$ cat config.mk
export PLATFORM = sky130hd
export DESIGN_NAME = bf_io_ctrl
export DESIGN_NICKNAME = d
export VERILOG_FILES = /design/src/rtl/bf_io_pkg.sv /design/src/rtl/bf_io_sync.sv /design/src/rtl/bf_io_ctrl.sv
export SDC_FILE = /design/constraint.sdc
export NUM_CORES = 1
export LEC_CHECK = 0
export ABC_AREA = 1
export BUFFER_PORTS_ARGS = -buffer_cell sky130_fd_sc_hd__buf_2
export CAP_MARGIN = 20
export CORE_AREA = 2 2 77 79
export DETAILED_ROUTE_END_ITERATION = 10
export DIE_AREA = 0 0 79 81
export GPL_TIMING_DRIVEN = 0
export PLACE_DENSITY = 0.72
export RECOVER_POWER = 50
export SLEW_MARGIN = 10
export SYNTH_ARGS = -nofsm -noshare
export SYNTH_HDL_FRONTEND = slang
export SYNTH_SLANG_ARGS = --single-unit
export TNS_END_PERCENT = 100
$ cat constraint.sdc
create_clock -name clk -period 2.05 [get_ports clk]
set_input_delay 0.205 -clock clk [delete_from_list [all_inputs] [get_ports clk]]
set_output_delay 0.205 -clock clk [all_outputs]
set_load 0.02 [all_outputs]
$ cat src/rtl/bf_io_pkg.sv
// Shared types for the bf I/O bridge: byte width and the read/write handshake FSM states.
package bf_io_pkg;

  localparam int BF_DATA_W = 8;

  typedef enum logic [1:0] {R_IDLE, R_ADV, R_DROP} rd_state_t;
  typedef enum logic [1:0] {W_IDLE, W_SETUP, W_STROBE} wr_state_t;

endpackage

$ cat src/rtl/bf_io_sync.sv
// Multi-flop synchroniser for a single asynchronous device handshake line; clears to 0 on reset.
module bf_io_sync #(
  parameter int STAGES = 2
) (
  input  logic clk,
  input  logic rst_n,
  input  logic d,
  output logic q
);

  logic [STAGES-1:0] sr;

  always_ff @(posedge clk or negedge rst_n) begin
    if (!rst_n) sr <= '0;
    else        sr <= {sr[STAGES-2:0], d};
  end

  assign q = sr[STAGES-1];

endmodule

$ cat src/rtl/bf_io_ctrl.sv
// bf core <-> I/O bus bridge: ',' reads via setready/dataready, '.' writes via a FIFO and ready/received.
// Optional IO_TIMEOUT_EN adds per-FSM stall counters that abandon a hung device handshake.
module bf_io_ctrl
  import bf_io_pkg::*;
#(
  parameter int DATA_W      = BF_DATA_W,
  parameter int OFIFO_DEPTH = 4,
  parameter int SYNC_STAGES = 2
`ifdef IO_TIMEOUT_EN
  ,
  parameter int TIMEOUT     = 1024
`endif
) (
  input  logic              clk,
  input  logic              rst_n,
  input  logic              rd_req,
  output logic              rd_ack,
  output logic [DATA_W-1:0] rd_data,
  input  logic              wr_valid,
  output logic              wr_ready,
  input  logic [DATA_W-1:0] wr_data,
  output logic              dev_setready,
  input  logic              dev_dataready,
  input  logic [DATA_W-1:0] dev_in,
  output logic              dev_out_ready,
  output logic [DATA_W-1:0] dev_out,
  input  logic              dev_received,
  output logic              busy,
  output logic              err_timeout
);

  localparam int AW = $clog2(OFIFO_DEPTH);
  localparam int CW = AW + 1;

  // Core write port: a byte transfers on any cycle where wr_valid && wr_ready;
  // wr_valid/wr_data must hold while wr_ready is low.

  logic drdy_s, rcv_s, rcv_s_d1, rcv_rise;

  bf_io_sync #(.STAGES(SYNC_STAGES)) u_sync_drdy (
    .clk(clk), .rst_n(rst_n), .d(dev_dataready), .q(drdy_s)
  );

  bf_io_sync #(.STAGES(SYNC_STAGES)) u_sync_rcv (
    .clk(clk), .rst_n(rst_n), .d(dev_received), .q(rcv_s)
  );

  always_ff @(posedge clk or negedge rst_n) begin
    if (!rst_n) rcv_s_d1 <= 1'b0;
    else        rcv_s_d1 <= rcv_s;
  end

  assign rcv_rise = rcv_s & ~rcv_s_d1;

  rd_state_t rd_state, rd_next;
  wr_state_t wr_state, wr_next;
  logic      rd_take, rd_tmo, wr_tmo;

  // Output FIFO
  logic [DATA_W-1:0] mem [OFIFO_DEPTH];
  logic [AW-1:0]     wptr, rptr;
  logic [CW-1:0]     count;
  logic              push, pop;

  assign wr_ready = (count != CW'(OFIFO_DEPTH));
  assign push     = wr_valid & wr_ready;

  always_ff @(posedge clk) begin
    if (push) mem[wptr] <= wr_data;
  end

  always_ff @(posedge clk or negedge rst_n) begin
    if (!rst_n) begin
      wptr  <= '0;
      rptr  <= '0;
      count <= '0;
    end else begin
      if (push) wptr <= wptr + 1'b1;
      if (pop)  rptr <= rptr + 1'b1;
      case ({push, pop})
        2'b10:   count <= count + 1'b1;
        2'b01:   count <= count - 1'b1;
        default: count <= count;
      endcase
    end
  end

  // Read FSM
  always_comb begin
    rd_next = rd_state;
    rd_take = 1'b0;
    unique case (rd_state)
      R_IDLE: if (rd_req && drdy_s) begin
        rd_next = R_ADV;
        rd_take = 1'b1;
      end
      R_ADV:   if (!drdy_s) rd_next = R_DROP;
      R_DROP:  if (drdy_s)  rd_next = R_IDLE;
      default: rd_next = R_IDLE;
    endcase
    if (rd_tmo) begin
      rd_next = R_IDLE;
      rd_take = 1'b0;
    end
  end

  always_ff @(posedge clk or negedge rst_n) begin
    if (!rst_n) begin
      rd_state     <= R_IDLE;
      rd_ack       <= 1'b0;
      rd_data      <= '0;
      dev_setready <= 1'b0;
    end else begin
      rd_state     <= rd_next;
      rd_ack       <= rd_take | rd_tmo;
      dev_setready <= (rd_next == R_ADV);
      if (rd_take)     rd_data <= dev_in;
      else if (rd_tmo) rd_data <= '0;
    end
  end

  // Write FSM: one setup cycle keeps dev_out_ready low between consecutive bytes.
  always_comb begin
    wr_next = wr_state;
    pop     = 1'b0;
    unique case (wr_state)
      W_IDLE: if (count != '0) begin
        wr_next = W_SETUP;
        pop     = 1'b1;
      end
      W_SETUP:  wr_next = W_STROBE;
      W_STROBE: if (rcv_rise) wr_next = W_IDLE;
      default:  wr_next = W_IDLE;
    endcase
    if (wr_tmo) wr_next = W_IDLE;
  end

  always_ff @(posedge clk or negedge rst_n) begin
    if (!rst_n) begin
      wr_state      <= W_IDLE;
      dev_out_ready <= 1'b0;
      dev_out       <= '0;
    end else begin
      wr_state      <= wr_next;
      dev_out_ready <= (wr_next == W_STROBE);
      if (pop) dev_out <= mem[rptr];
    end
  end

  assign busy = (count != '0) | (rd_state != R_IDLE) | (wr_state != W_IDLE);

`ifdef IO_TIMEOUT_EN
  localparam int TW = $clog2(TIMEOUT + 1);

  logic [TW-1:0] rd_cnt, wr_cnt;
  logic          rd_run, wr_run;

  assign rd_run = (rd_state != R_IDLE) | (rd_req & ~drdy_s);
  assign wr_run = (wr_state == W_STROBE);
  assign rd_tmo = rd_run & (rd_cnt == TW'(TIMEOUT - 1));
  assign wr_tmo = wr_run & (wr_cnt == TW'(TIMEOUT - 1));

  // Counters restart on any state change so each handshake phase gets a full budget.
  always_ff @(posedge clk or negedge rst_n) begin
    if (!rst_n) begin
      rd_cnt      <= '0;
      wr_cnt      <= '0;
      err_timeout <= 1'b0;
    end else begin
      if (!rd_run || rd_tmo || (rd_next != rd_state)) rd_cnt <= '0;
      else                                            rd_cnt <= rd_cnt + 1'b1;
      if (!wr_run || wr_tmo || (wr_next != wr_state)) wr_cnt <= '0;
      else                                            wr_cnt <= wr_cnt + 1'b1;
      if (rd_tmo || wr_tmo) err_timeout <= 1'b1;
    end
  end
`else
  assign rd_tmo      = 1'b0;
  assign wr_tmo      = 1'b0;
  assign err_timeout = 1'b0;
`endif

endmodule

==> results.py, run 1 <==
metrics = {
    "timing": {
        "min_period_ns": 1.953,
        "hold_viol_final": 0,
        "drv_slew": 0,
        "fmax_mhz": 512.0,
        "setup_viol": 0,
        "tns_ns": 0,
        "skew_ns": 0.009572,
        "min_period_over_period_pct": 95.28,
        "slew_headroom_pct": 40.49,
        "tightest_slew_ns": 0.8893,
        "rsz0062_at_grt": "yes",
    },
    "critical_path": {
        "required_ns": 2.29,
        "critPathCaptureType": "flip-flop",
        "path_cells": "nor2_4 -> nand2_2 -> buf_6 -> inv_2 -> ha_1 -> inv_1 -> fa_1 -> nand2_1 -> nand3_1 -> xor2_1",
        "crit_fanout": 10,
        "rr_worst_depth": 10,
        "crit_path_end": "count[2]$_DFFE_PN0P_",
        "crit_type": "flip-flop to flip-flop",
        "crit_path_start": "wr_state[1]$_DFF_PN0_",
        "r2r-end": "count[2]$_DFFE_PN0P_",
        "max_stage_delay_ns": 0.42,
        "timing.rr.start": "wr_state[1]$_DFF_PN0_",
        "critPathLaunchType": "flip-flop",
        "rrSetupSlack_ns": 0.1,
        "worst_path_max_delay_cell": "dfrtp_1",
        "cp.arrival_ns": 2.19,
    },
    "global_route": {
        "grt_antenna_before_repair": 0,
        "overflow": 0,
        "grt_pass1_wl_mm": 8.224,
        "grt_usage_pct": 17.80,
        "grt_pass1_vias": 1774,
        "grt_max_degree": 36,
    },
    "place": {
        "io_buffers": 42,
        "dp_hpwl_mm": 3.354,
        "gp_congestion": 0.7179,
    },
    "route": {
        "first_pass_iters": 4,
        "ant_nets": 0,
        "wl_mm": 5.079,
        "drc": 0,
        "avgRoutedWirePerCell_um": 12.45,
        "drt_iter0_drc": 157,
        "num_vias": 1874,
        "viasPerCell": 4.593,
    },
    "job": {
        "drv_cap": 0,
    },
    "worst_hold_path": {
        "min_from": "dev_in[7]",
        "hold_path_depth": 3,
        "hold_path.class": "primary input to flip-flop",
    },
    "logic_synthesis": {
        "synthCells": 270,
        "syn_nets": 298,
        "avgSynthCellArea_um2": 10.34,
        "synth_most_common_cell": "nand2_1",
        "synth_top_area_share_pct": 34.42,
        "ys_seq_elements": 67,
        "netlist_top_cells_area": "edfxtp_1 (34%), dfrtp_1 (31%), nand2_1 (13%)",
        "synth_xor_area_share_pct": 1.569,
        "synth_area_um2": 2791,
        "ys_warn_count": 0,
        "synth_top_family_by_area": "simple AND/OR/NAND/NOR gates",
        "synth_simple_gate_area_share_pct": 19.59,
        "synth.distinct_cells": 26,
        "synth-edff-count": 32,
        "synth_adder_area_share_pct": 2.958,
        "postSynth.asyncResetShare_pct": 52.24,
        "synth_compound_area_share_pct": 1.076,
        "synthMuxAreaShare_pct": 0,
        "synth_commonest_cells": "nand2_1 (95), inv_1 (43), dfrtp_1 (35), edfxtp_1 (32), nand3_1 (19)",
        "ys_seq_area_share_pct": 65.80,
        "synth_area_leader_cell": "edfxtp_1",
        "synth_ff_type": "dfrtp_1",
    },
    "pwr": {
        "switchingPower_uw": 1771,
        "vdd.ir_drop.worst_uv": 611.3,
        "swShare_pct": 37.14,
        "clkPwrFrac_pct": 22.0,
        "internal-power_uw": 2998,
        "power.leakage_uw": 0.001679,
        "combPwrFrac_pct": 37.1,
        "p_per_area_nw_per_um2": 1431,
        "p_seq_share_pct": 40.9,
    },
    "floorplan": {
        "die_w_um": 79,
        "coreArea_um2": 5675,
        "dieArea_um2": 6399,
        "ios": 44,
        "row_count": 28,
        "fp.dieH_um": 81,
        "start_util_pct": 49.18,
    },
    "clock_tree": {
        "cts_tree": "done",
        "clockBufferDepth": 2,
        "root_buffer": "clkbuf_8",
        "numClockSinks": 67,
        "cts.clk_slew.worst_paths_ns": 0.07,
        "cts_buffers": 9,
        "insertion_delay_ns": 0.35,
        "htreeDepth": 3,
    },
    "final_layout": {
        "area_growth_pct": 19.41,
        "multi_input_area_um2": 716.9,
        "drive_gt1_share_pct": 20.72,
        "nNetsFinal": 356,
        "diodes": 0,
        "fin_util_pct": 58.73,
        "regArea_um2": 1837,
        "fill_cells": 515,
    },
    "status": {
        "status": "finished clean",
    },
}
-- stage by stage --
step	hold slack [ns]	cell area, um2	std cells	power (uW)	setup slack, ns
after detailed placement	0.3143	3095	387	3715	0.03930
after floorplan	-0.09059	2791	270	3202	0.2506
after global placement	0.3142	3095	387	3637	0.1378
after CTS	0.03613	3318	406	4780	0.02724
final	0.04888	3333	408	4769	0.09674
after global routing	0.04938	3333	408	5123	-0.01473
-- final cells by class --
| cell class | instances | share of cell area (%) |
|---|---|---|
| Clock inverter | 1 | 0.1502 |
| Tap cell | 75 | 2.815 |
| Inverter | 51 | 5.818 |
| Timing Repair Buffer | 47 | 7.357 |
| Sequential cell | 67 | 55.11 |
| Multi-Input combinational cell | 146 | 21.51 |
| Buffer | 6 | 1.614 |
| Clock buffer | 15 | 5.631 |
-- per-layer routing --
layer / vias up / track usage (%) / wire (um) / share of wire (%)
met5: - / 0 / 0 / 0
met4: 0 / 11.38 / 135 / 2.7
met3: 11 / 4.556 / 201 / 4.0
met2: 35 / 28.64 / 2540 / 50
met1: 886 / 21.52 / 2201 / 43
li1: 942 / - / - / -
-- sequential cells by signal, indices dropped and copies added, names as in the netlist --
| name | count |
|---|---|
| count | 3 |
| dev_out | 8 |
| dev_out_ready | 1 |
| dev_setready | 1 |
| mem | 32 |
| rcv_s_d1 | 1 |
| rd_ack | 1 |
| rd_data | 8 |
| rd_state | 2 |
| rptr | 2 |
| u_sync_drdy.sr | 2 |
| u_sync_rcv.sr | 2 |
| wptr | 2 |
| wr_state | 2 |
-- power groups by stage --
stage	Sequential, uW	Clock (uW)	Combinational (uW)
floorplan	2110	0	1090
finish	1950	1050	1770
global route	1990	1120	2010
global placement	1950	0	1680
detailed placement	1970	0	1740
CTS	1950	1070	1760
-- logic make-up after synthesis --
family                     Yosys count
xor gates and xnor gates             5
AOI/OAI and AO/OA                    6
and+or+nand+nor                    128
other                                1
buffers and inverters               57
DFF                                 67
adders and majority gates            6
-- critical path, delay by kind of cell (launching register included) --
family / cells / cell delay, ns
DFF: 1 / 0.42
buffers and inverters: 3 / 0.30
adders and majority gates: 2 / 0.56
xor gates and xnor gates: 1 / 0.14
and+or+nand+nor: 4 / 0.42
-- repair_timing --
| item | in CTS | in global routing |
|---|---|---|
| resized for setup | 0 | 2 |
| setup endpoints to repair | 0 | 2 |
| buffers inserted | 0 | 2 |
| hold buffers | 3 | 0 |
| hold endpoints to repair | 37 | 0 |
-- cell usage in the layout (no fill, tap or decap) --
master         netlist  layout
buf_2                1      35
conb_1               1       1
xor2_1               3       3
xnor2_1              2       2
dlygate4sd3_1        0       3
clkinv_2             0       1
clkbuf_1             0      11
inv_2                7       6
fa_1                 1       1
clkbuf_8             0      11
o21ai_1              1       1
edfxtp_1            32      32
nor2_1               6       6
a21oi_1              2       2
o21ai_0              3       3
nand2_1             95      95
nor3b_1              1       1
nor2_4               1       2
inv_4                1       1
nand2_2              2       2
dfrtp_1             35      35
inv_1               43      44
clkbuf_16            0       1
buf_6                3       3
nand3_4              1       1
nand3_1             19      18
buf_4                2       4
nand3_2              1       2
ha_1                 5       5
nand3b_1             1       1
-- worst min path at each step --
stage	end
3_3_place_gp	u_sync_rcv.sr[0]$_DFF_PN0_
3_5_place_dp	u_sync_drdy.sr[0]$_DFF_PN0_
4_1_cts	rd_data[7]$_DFFE_PN0P_
2_1_floorplan	count[0]$_DFFE_PN0P_
5_1_grt	rd_data[7]$_DFFE_PN0P_
6_report	rd_data[7]$_DFFE_PN0P_
No activity file was read; power rests on OpenSTA's default activity.
==> run 2, diff against run 1 <==
CORE_AREA = 2 2 75 77   (was 2 2 77 79)
DIE_AREA = 0 0 77 79   (was 0 0 79 81)
PLACE_DENSITY = 0.76   (was 0.72)
SYNTH_HIERARCHICAL = 1   (was unset)
==> run 2 against run 1 <==
  * Flip-flop and latch count unchanged
  * Power about the same
  * Largest power group unchanged
  * Count of clock-buffer cells in the layout is 5 lower
  * Synthesized cell count unchanged
  * Critical path depth is the same
  * Clock skew down 0.0024 ns
  * Sequential share of layout area increased by 0.062 points
==> results.py, run 2 <==
metrics = {
    "critical_path": {
        "required_ns": 2.26,
        "worst_path_max_delay_cell": "dfrtp_1",
        "path_cells": "nor2_4 -> nand2_4 -> buf_6 -> inv_1 -> ha_2 -> inv_1 -> fa_1 -> nand2_1 -> nand3_1 -> xor2_1",
        "path_buf_inv": 3,
        "crit_type": "flip-flop to flip-flop",
        "timing.rr.start": "wr_state[0]$_DFF_PN0_",
        "critPathCaptureType": "flip-flop",
        "critPathMostFrequentCell": "inv_1",
        "cp.arrival_ns": 2.20,
        "critical_path.top_delay_family": "adder cells",
        "critPathLaunchType": "flip-flop",
        "crit_path_start": "wr_state[0]$_DFF_PN0_",
        "crit_fanout": 10,
        "max_stage_delay_ns": 0.41,
    },
    "timing": {
        "slew_headroom_pct": 45.35,
        "min_period_ns": 1.989,
        "skew_ns": 0.007143,
        "setup_viol": 0,
        "tightest_slew_ns": 0.8167,
        "min_period_over_period_pct": 97.00,
        "fmax_mhz": 502.9,
        "hold_viol_final": 0,
        "fin_ws_ns": 0.06149,
        "drv_slew": 0,
        "hold_ws_ns": 0.06625,
    },
    "route": {
        "viasPerCell": 4.547,
        "num_vias": 1846,
        "ant_nets": 0,
        "avgRoutedWirePerCell_um": 12.34,
        "wl_mm": 5.011,
        "drc": 0,
        "first_pass_iters": 4,
        "drt_iter0_drc": 65,
    },
    "floorplan": {
        "row_count": 27,
        "dieArea_um2": 6083,
        "ios": 44,
        "start_util_pct": 53.07,
        "die_w_um": 77,
        "fp.dieH_um": 79,
        "coreArea_um2": 5338,
    },
    "logic_synthesis": {
        "avgSynthCellArea_um2": 10.49,
        "netlist_top_cells_area": "edfxtp_1 (34%), dfrtp_1 (31%), nand2_1 (11%)",
        "synth.distinct_cells": 27,
        "synth_most_common_cell": "nand2_1",
        "synth_top_area_share_pct": 33.92,
        "ys_seq_elements": 67,
        "synth-edff-count": 32,
        "synth_commonest_cells": "nand2_1 (86), inv_1 (46), dfrtp_1 (35), edfxtp_1 (32), nand3_1 (19)",
        "ys_warn_count": 6,
        "synthCells": 270,
        "synth_area_um2": 2833,
        "synth_ff_type": "dfrtp_1",
        "postSynth.asyncResetShare_pct": 52.24,
        "synth_area_leader_cell": "edfxtp_1",
        "ys_seq_area_share_pct": 64.84,
        "syn_nets": 298,
    },
    "clock_tree": {
        "insertion_delay_ns": 0.33,
        "cts.clk_slew.worst_paths_ns": 0.07,
        "numClockSinks": 67,
        "htreeDepth": 3,
        "clockBufferDepth": 2,
        "cts_buffers": 9,
        "cts_tree": "done",
        "root_buffer": "clkbuf_8",
    },
    "worst_hold_path": {
        "min_from": "dev_in[7]",
        "hold_path.class": "primary input to flip-flop",
    },
    "pwr": {
        "switchingPower_uw": 1787,
        "clkPwrFrac_pct": 21.3,
        "power.leakage_uw": 0.001646,
        "combPwrFrac_pct": 38.0,
        "internal-power_uw": 2984,
        "swShare_pct": 37.45,
        "p_per_area_nw_per_um2": 1433,
        "p_seq_share_pct": 40.8,
        "vdd.ir_drop.worst_uv": 890.5,
    },
    "final_layout": {
        "fin_area_um2": 3329,
        "reg_top3": "mem (32), dev_out (8), rd_data (8)",
        "final_cell_mix": "nand2_1 (86), inv_1 (46), dfrtp_1 (35), edfxtp_1 (32), buf_2 (25)",
        "fin_util_pct": 62.38,
        "drive_gt1_share_pct": 20.06,
        "regMostFlops": "mem",
        "largest_reg_flops": 32,
        "layout_commonest_cell": "nand2_1",
        "area_growth_pct": 17.54,
        "nNetsFinal": 357,
        "diodes": 0,
    },
    "global_route": {
        "grt_pass1_wl_mm": 7.872,
        "grt_max_degree": 36,
        "grt_antenna_before_repair": 0,
        "grt_pass1_vias": 1768,
        "top_usage_layer": "met2",
        "use_met3_pct": 4.205,
        "grt_usage_pct": 17.41,
        "grt_use_met1_pct": 20.33,
        "overflow": 0,
        "grtUsageMet2_pct": 29.82,
    },
    "status": {
        "status": "finished clean",
    },
    "place": {
        "gp_congestion": 0.7559,
        "place_ws_ns": 0.1216,
        "io_buffers": 42,
        "dp_hpwl_mm": 3.271,
        "post_dp_cell_area_um2": 3133,
    },
    "job": {
        "drv_cap": 0,
    },
}
## run 2: worst min-delay path, delay by kind of cell
| family | cells | cell delay [ns] |
|---|---|---|
| buffers and inverters | 1 | 0.07 |
| AND/OR/NAND/NOR | 2 | 0.08 |
## run 2: kinds of logic (layout without fill, tap and decap cells)
group / after synthesis / in the layout / share of synthesized area (%)
flops: 67 / 67 / 64.84
fa+ha+maj: 6 / 6 / 2.915
xor+xnor: 5 / 5 / 1.546
compound gates: 6 / 6 / 1.060
simple gates: 128 / 128 / 20.10
other cells: 1 / 1 / 0.1324
buf+inv: 57 / 121 / 9.408
## run 2: layer usage
metal	vias up	wire, um	share of wire (%)
met5	-	0	0
met4	0	123	2.5
met3	10	206	4.1
met2	43	2525	50
met1	847	2156	43
li1	946	-	-
## run 2: power by group through the flow
stage                     clock network, uW  logic (uW)  registers, uW
after detailed placement                  0        1790           1980
after CTS                              1030        1800           1950
after floorplan                           0        1170           2110
after global routing                   1080        2030           1990
after global placement                    0        1740           1960
final                                  1010        1810           1940
## run 2: final timing paths
kind / endpoint / cells past startpoint / slack, ns
hold / removal: rd_data[7]$_DFFE_PN0P_ / 3 / 0.07
hold reg to reg: u_sync_rcv/sr[1]$_DFF_PN0_ / 0 / 0.34
max in group asynchronous: wptr[1]$_DFFE_PN0P_ / 2 / 1.08
min in group asynchronous: rd_data[7]$_DFFE_PN0P_ / 2 / 0.48
setup / recovery: count[2]$_DFFE_PN0P_ / 10 / 0.06
setup reg to reg: count[2]$_DFFE_PN0P_ / 10 / 0.06
## run 2: layout make-up
| type | instances | area (um2) |
|---|---|---|
| clock buffer | 10 | 127.6 |
| tap | 72 | 90.09 |
| buffer | 6 | 52.55 |
| clock inverter | 6 | 56.30 |
| fill | 451 | 2008 |
| multi-input combinational | 146 | 726.9 |
| sequential | 67 | 1837 |
| inverter | 51 | 197.7 |
| timing repair buffer | 48 | 241.5 |
## run 2: stage by stage
stage	total power, uW	TNS [ns]	std cells
final	4771	0	406
after global routing	5091	-0.03016	406
after CTS	4780	0	403
after detailed placement	3762	0	384
after global placement	3706	0	384
after floorplan	3276	0	270
## run 2: timing repair
action / in CTS / in global routing
buffers inserted: 0 / 3
setup endpoints to repair: 0 / 1
endpoints found under the hold margin: 37 / 0
gates resized for setup: 0 / 3
hold buffers: 3 / 0
